File: config.mk
export PLATFORM = sky130hd
export DESIGN_NAME = dmem_arbiter_flat
export DESIGN_NICKNAME = d
export VERILOG_FILES = /design/src/rtl/dmem_arbiter_if.sv /design/src/rtl/dmem_arbiter.sv /design/src/flat_wrapper.sv
export SDC_FILE = /design/constraint.sdc
export NUM_CORES = 1
export LEC_CHECK = 0
export CAP_MARGIN = 0
export CORE_ASPECT_RATIO = 1.5
export CORE_UTILIZATION = 46
export DETAILED_ROUTE_END_ITERATION = 8
export GPL_TIMING_DRIVEN = 0
export PLACE_DENSITY_LB_ADDON = 0.15
export SKIP_LAST_GASP = 1
export SLEW_MARGIN = 30
export SYNTH_ARGS = -nofsm -noshare
export SYNTH_HDL_FRONTEND = slang
export SYNTH_SLANG_ARGS = --single-unit
File: constraint.sdc
create_clock -name clk -period 8.8 [get_ports clk]
set_clock_uncertainty 0.15 [all_clocks]
set_input_delay 0.88 -clock clk [delete_from_list [all_inputs] [get_ports clk]]
set_output_delay 0.88 -clock clk [all_outputs]
set_load 0.01 [all_outputs]
File: src/rtl/dmem_arbiter_if.sv
// Bus bundle for dmem_arbiter: two requester ports plus the shared data-memory port.
// slave = arbiter side, master = requesters/memory side.
interface dmem_arbiter_if;
  logic        m0_req, m0_we, m0_unsigned, m0_ack, m0_err;
  logic [1:0]  m0_size;
  logic [31:0] m0_addr, m0_wdata, m0_rdata;
  logic        m1_req, m1_we, m1_unsigned, m1_ack, m1_err;
  logic [1:0]  m1_size;
  logic [31:0] m1_addr, m1_wdata, m1_rdata;
  logic        mem_we;
  logic [31:0] mem_addr, mem_din, mem_dout;
  logic        busy;

  modport slave (
    input  m0_req, m0_we, m0_unsigned, m0_size, m0_addr, m0_wdata,
    output m0_ack, m0_err, m0_rdata,
    input  m1_req, m1_we, m1_unsigned, m1_size, m1_addr, m1_wdata,
    output m1_ack, m1_err, m1_rdata,
    output mem_we, mem_addr, mem_din, busy,
    input  mem_dout
  );

  modport master (
    output m0_req, m0_we, m0_unsigned, m0_size, m0_addr, m0_wdata,
    input  m0_ack, m0_err, m0_rdata,
    output m1_req, m1_we, m1_unsigned, m1_size, m1_addr, m1_wdata,
    input  m1_ack, m1_err, m1_rdata,
    input  mem_we, mem_addr, mem_din, busy,
    output mem_dout
  );
endinterface

File: src/rtl/dmem_arbiter.sv
// Round-robin two-port arbiter and load/store sequencer for the byte-addressed data memory.
// Sub-word stores are a single-cycle read-modify-write; sub-word loads are sign/zero extended.

// Per-requester response slice: load result register and ack/err decode.
module dmem_arb_port (
  input  logic        clk,
  input  logic        rst,
  input  logic        sel,
  input  logic        cap,
  input  logic        resp,
  input  logic        bad,
  input  logic [31:0] ext,
  output logic [31:0] rdata,
  output logic        ack,
  output logic        err
);
  always_ff @(posedge clk or posedge rst)
    if (rst)            rdata <= '0;
    else if (sel & cap) rdata <= ext;

  assign ack = resp & sel;
  assign err = resp & sel & bad;
endmodule

module dmem_arbiter #(
  parameter bit RESET_LAST = 1'b1
) (
  input logic           clk,
  input logic           rst,
  dmem_arbiter_if.slave bus
);
  localparam int NREQ = 2;

  typedef struct packed {
    logic        we;
    logic [1:0]  size;
    logic        uns;
    logic [31:0] addr;
    logic [31:0] wdata;
  } req_t;

  typedef enum logic [1:0] {IDLE, ACCESS, RESP} state_t;

  state_t                      state, nxt;
  req_t   [NREQ-1:0]           rq;
  logic   [NREQ-1:0]           req_v, sel, ack, err;
  logic   [NREQ-1:0][31:0]     rdata;
  req_t                        lat;
  logic                        gnt, last, win, bad, cap;
  logic   [31:0]               dout, ext;

  assign req_v = {bus.m1_req, bus.m0_req};
  assign rq[0] = {bus.m0_we, bus.m0_size, bus.m0_unsigned, bus.m0_addr, bus.m0_wdata};
  assign rq[1] = {bus.m1_we, bus.m1_size, bus.m1_unsigned, bus.m1_addr, bus.m1_wdata};
  assign dout  = bus.mem_dout;

  // On a tie the requester that was not served last wins.
  assign win = (&req_v) ? ~last : req_v[1];
  assign bad = (lat.size == 2'b11);
  assign sel = {gnt, ~gnt};

  always_ff @(posedge clk or posedge rst)
    if (rst) state <= IDLE;
    else     state <= nxt;

  always_comb begin
    nxt = state;
    unique case (state)
      IDLE:    if (|req_v) nxt = ACCESS;
      ACCESS:  nxt = RESP;
      RESP:    nxt = IDLE;
      default: nxt = IDLE;
    endcase
  end

  always_ff @(posedge clk or posedge rst)
    if (rst) begin
      lat  <= '0;
      gnt  <= 1'b0;
      last <= RESET_LAST;
    end else if (state == IDLE && |req_v) begin
      lat  <= rq[win];
      gnt  <= win;
      last <= win;
    end

  always_comb begin
    ext = dout;
    unique case (lat.size)
      2'b00:   ext = {{24{~lat.uns & dout[7]}},  dout[7:0]};
      2'b01:   ext = {{16{~lat.uns & dout[15]}}, dout[15:0]};
      default: ext = dout;
    endcase
  end

  assign cap = (state == ACCESS) & ~lat.we & ~bad;

  // Memory port: write only in ACCESS, merging new low bytes over the current word.
  always_comb begin
    bus.mem_we  = (state == ACCESS) & lat.we & ~bad;
    bus.mem_din = lat.wdata;
    unique case (lat.size)
      2'b00:   bus.mem_din = {dout[31:8],  lat.wdata[7:0]};
      2'b01:   bus.mem_din = {dout[31:16], lat.wdata[15:0]};
      default: bus.mem_din = lat.wdata;
    endcase
    bus.mem_addr = lat.addr;
    bus.busy     = (state != IDLE);
  end

  for (genvar n = 0; n < NREQ; n++) begin : g_port
    dmem_arb_port u_port (
      .clk   (clk),
      .rst   (rst),
      .sel   (sel[n]),
      .cap   (cap),
      .resp  (state == RESP),
      .bad   (bad),
      .ext   (ext),
      .rdata (rdata[n]),
      .ack   (ack[n]),
      .err   (err[n])
    );
  end

  assign bus.m0_rdata = rdata[0];
  assign bus.m1_rdata = rdata[1];
  assign bus.m0_ack   = ack[0];
  assign bus.m1_ack   = ack[1];
  assign bus.m0_err   = err[0];
  assign bus.m1_err   = err[1];
endmodule

File: src/flat_wrapper.sv
// flat-port wrapper written by rule: the top's interface ports become plain ports
module dmem_arbiter_flat 
#(
  parameter bit RESET_LAST = 1'b1
)
  (clk, rst, bus_m0_req, bus_m0_we, bus_m0_unsigned, bus_m0_size, bus_m0_addr, bus_m0_wdata, bus_m0_ack, bus_m0_err, bus_m0_rdata, bus_m1_req, bus_m1_we, bus_m1_unsigned, bus_m1_size, bus_m1_addr, bus_m1_wdata, bus_m1_ack, bus_m1_err, bus_m1_rdata, bus_mem_we, bus_mem_addr, bus_mem_din, bus_busy, bus_mem_dout);
  dmem_arbiter_if bus_i ();
  input logic clk;
  input logic rst;
  input wire logic [$bits(bus_i.m0_req)-1:0] bus_m0_req;
  input wire logic [$bits(bus_i.m0_we)-1:0] bus_m0_we;
  input wire logic [$bits(bus_i.m0_unsigned)-1:0] bus_m0_unsigned;
  input wire logic [$bits(bus_i.m0_size)-1:0] bus_m0_size;
  input wire logic [$bits(bus_i.m0_addr)-1:0] bus_m0_addr;
  input wire logic [$bits(bus_i.m0_wdata)-1:0] bus_m0_wdata;
  output wire logic [$bits(bus_i.m0_ack)-1:0] bus_m0_ack;
  output wire logic [$bits(bus_i.m0_err)-1:0] bus_m0_err;
  output wire logic [$bits(bus_i.m0_rdata)-1:0] bus_m0_rdata;
  input wire logic [$bits(bus_i.m1_req)-1:0] bus_m1_req;
  input wire logic [$bits(bus_i.m1_we)-1:0] bus_m1_we;
  input wire logic [$bits(bus_i.m1_unsigned)-1:0] bus_m1_unsigned;
  input wire logic [$bits(bus_i.m1_size)-1:0] bus_m1_size;
  input wire logic [$bits(bus_i.m1_addr)-1:0] bus_m1_addr;
  input wire logic [$bits(bus_i.m1_wdata)-1:0] bus_m1_wdata;
  output wire logic [$bits(bus_i.m1_ack)-1:0] bus_m1_ack;
  output wire logic [$bits(bus_i.m1_err)-1:0] bus_m1_err;
  output wire logic [$bits(bus_i.m1_rdata)-1:0] bus_m1_rdata;
  output wire logic [$bits(bus_i.mem_we)-1:0] bus_mem_we;
  output wire logic [$bits(bus_i.mem_addr)-1:0] bus_mem_addr;
  output wire logic [$bits(bus_i.mem_din)-1:0] bus_mem_din;
  output wire logic [$bits(bus_i.busy)-1:0] bus_busy;
  input wire logic [$bits(bus_i.mem_dout)-1:0] bus_mem_dout;
  assign bus_i.m0_req = bus_m0_req;
  assign bus_i.m0_we = bus_m0_we;
  assign bus_i.m0_unsigned = bus_m0_unsigned;
  assign bus_i.m0_size = bus_m0_size;
  assign bus_i.m0_addr = bus_m0_addr;
  assign bus_i.m0_wdata = bus_m0_wdata;
  assign bus_m0_ack = bus_i.m0_ack;
  assign bus_m0_err = bus_i.m0_err;
  assign bus_m0_rdata = bus_i.m0_rdata;
  assign bus_i.m1_req = bus_m1_req;
  assign bus_i.m1_we = bus_m1_we;
  assign bus_i.m1_unsigned = bus_m1_unsigned;
  assign bus_i.m1_size = bus_m1_size;
  assign bus_i.m1_addr = bus_m1_addr;
  assign bus_i.m1_wdata = bus_m1_wdata;
  assign bus_m1_ack = bus_i.m1_ack;
  assign bus_m1_err = bus_i.m1_err;
  assign bus_m1_rdata = bus_i.m1_rdata;
  assign bus_mem_we = bus_i.mem_we;
  assign bus_mem_addr = bus_i.mem_addr;
  assign bus_mem_din = bus_i.mem_din;
  assign bus_busy = bus_i.busy;
  assign bus_i.mem_dout = bus_mem_dout;
  dmem_arbiter #(.RESET_LAST(RESET_LAST)) u_core (.clk(clk), .rst(rst), .bus(bus_i));
endmodule
==> results by group <==
Worst setup path
  • Top delay family on crit path: buffers and inverters
  • Crit path required time: 7.77 ns
  • Critical path data arrival time: 2.53 ns
  • Cells along the critical path: buf_4, nand2_1, buf_2, buf_1, and3_1, clkdlybuf4s50_1
  • Worst path bufs/invs: 4
  • Crit Path Class: reg -> out
  • CP Capture Type: output port
  • Startpoint types: flip-flop
  • Critical path peak fanout: 10
  • CP peak stage delay: 0.55 ns
  • Slowest cell on crit path: clkdlybuf4s50_1

Routing
  • ANT nets after route: 0
  • Vias per cell: 5.27
  • Total vias in the final route: 5,665
  • Total wire length: 21.5 mm
  • Iteration-0 DRC Markers: 227
  • Drc violations: 0
  • DR WL/cell: 20.0 um
  • First-pass DRT Iterations: 5

CTS
  • Root buffer cell: clkbuf_16
  • Num Clock Sinks: 136
  • Clk_lat worst skew: 0.41 ns
  • CTS tree: built
  • Post-CTS Hold Buffers: 0
  • Post_cts resized: 0
  • CTS clk-pin slew, worst paths: 0.06 ns
  • Clock buffer depth: 2
  • Total setup buffers inserted after CTS: 0
  • CTS H-tree depth: 4
  • Num CTS Buffers: 17

Run status
  • Outcome: finished, final reports clean

STA
  • Final min period: 3.56 ns
  • Final Hold Fails: 0
  • Max_slew headroom: 0.456
  • Tcrit/Tclk final: 0.405
  • Max-slew violations: 0
  • Setup tns final: 0 ns
  • Worst slew pin tran: 0.813 ns
  • Fmax: 0.281 GHz
  • Worst hold slack: 0.352 ns
  • RSZ-0062 raised after global routing: false
  • # setup viols final: 0

Min path
  • Worst hold-check path type: reg -> reg

Placed design
  • GPL Wtd Cong: 0.872
  • Port Buffer Count: 305
  • Post-DP HPWL: 16.3 mm

Global route
  • Antenna violations before repair: 0
  • Number of global-route vias before repair: 6,118
  • Total Routing Usage GR: 0.282
  • Gr ovfl total: 0
  • First-pass GRT wire length: 32.2 mm
  • Largest net degree at the start of global routing: 70

Floorplanning
  • Initial Util: 0.471
  • Core ar.: 0.0145 sq mm
  • Die Y: 151 um
  • Die width: 102 um
  • Row cnt: 54
  • Ports: 306
  • Die Footprint: 0.0154 sq mm

Synthesis
  • Post-synth top flop: dfrtp_1
  • EDFF count, synth: 0
  • Ys async rst share: 1.00
  • Synth Cell Area: 0.00685 sq mm
  • Post-synthesis sequential area ratio: 0.497
  • Mapped Nets: 715
  • Yosys warning count: 0
  • Syn avg cell area: 12.6 sq um
  • Synthesized flop and latch total: 136
  • Synth unique cells: 29
  • Gate Count Post-Synth: 543

Finish
  • Share of layout cells above drive strength 1: 0.325
  • Nets: 1,040
  • Ant. Diodes: 0
  • Commonest non-fill, non-tap cell in the layout: clkdlybuf4s50_1
  • Leading cell types in the layout, fill and taps excluded: clkdlybuf4s50_1 (305), mux2_2 (165), dfrtp_1 (135), a31oi_1 (65), buf_4 (43)
  • Synthesis-to-finish area growth: 57.2%
  • Fillers: 1,017

Power and ir drop
  • Leak: 4.53 nW
  • Pwr/cell area: 362 mW/mm^2
  • VDD IR max: 0.254 mV

Run
  • Max-Cap Viols: 0
[per-stage QoR]
step / cells / total power, W / util / area [sq um] / setup WS (ns)
floorplan: 543 / 0.00220 / - / 6850 / 4.13
global placement: 1044 / 0.00311 / 0.699 / 10100 / 2.42
detailed placement: 1045 / 0.00318 / 0.701 / 10200 / 5.63
CTS: 1074 / 0.00391 / 0.741 / 10800 / 5.23
global route: 1074 / 0.00409 / 0.741 / 10800 / 5.12
finish: 1074 / 0.00389 / 0.741 / 10800 / 5.24
[cell usage after synthesis (all sizes together) (2+ instances only)]
library cell / count / area (sq um)
a21o: 8 / 60.1
a31oi: 65 / 407
and3: 3 / 18.8
buf: 68 / 472
clkbuf: 16 / 61.3
dfrtp: 135 / 3380
inv: 4 / 15.0
mux2: 184 / 2140
nand2: 41 / 154
nor2: 3 / 11.3
nor2b: 2 / 12.5
nor3: 2 / 10.0
nor4: 2 / 12.5
[where the power goes]
group	leakage, nW	total [W]	switching (W)	internal [W]
clock network	0.273	0.000707	0.000267	0.000440
registers	1.57	0.00113	0.000183	0.000944
logic	2.69	0.00206	0.000864	0.00120
[cell families (layout without fill, tap and decap cells)]
logic type | after synthesis | in the layout | synth area share
flip-flops | 136 | 136 | 0.497
AO/OA/AOI/OAI | 77 | 77 | 0.0723
multiplexers | 185 | 185 | 0.314
buffers and inverters | 88 | 423 | 0.0800
AND/OR/NAND/NOR | 57 | 57 | 0.0367
[final timing paths]
kind	from	endpoint	depth (start not counted)	slack [ns]
worst max-delay path	u_core.lat[66]	bus_mem_we	6	5.24
worst min-delay path	u_core.lat[30]	u_core.lat[30]	1	0.35
worst max register to register	u_core.gnt	u_core.g_port[0].u_port.rdata[4]	5	6.57
worst min register to register	u_core.lat[30]	u_core.lat[30]	1	0.35
max in group asynchronous	rst	u_core.last	3	7.00
min in group asynchronous	rst	u_core.bus.mem_addr[20]	2	0.76
[sequential cells by signal (all words and copies together) (netlist names)]
register                    count
u_core.last                     1
u_core.bus.mem_addr            32
u_core.g_port.u_port.rdata     64
u_core.state                    2
u_core.gnt                      1
u_core.lat                     36
[final cells by class]
type,instances,area [sq um],area share
plain buffers,84,533,0.0495
clock buffers,17,425,0.0395
clock inverters,12,156,0.0145
inverters,4,22.5,0.00209
multi-input cells,319,2900,0.269
flip-flops and latches,136,3400,0.316
well taps,196,245,0.0228
repair buffers,306,3080,0.286
[layer usage]
| layer | wire length, um | global-route usage | vias up |
|---|---|---|---|
| met2 | 11400 | 0.506 | 288 |
| li1 | - | - | 2567 |
| met1 | 7620 | 0.299 | 2750 |
| met3 | 1620 | 0.0780 | 60 |
| met4 | 889 | 0.138 | 0 |
| met5 | 0 | 0 | - |
[worst register-to-register path: stages (launching register included)]
cell      delay, ns
dfrtp_1        0.44
nor2_1         0.52
and3_1         0.25
clkbuf_2       0.18
buf_4          0.22
mux2_2         0.36
Power figures use the tool's default switching activity.
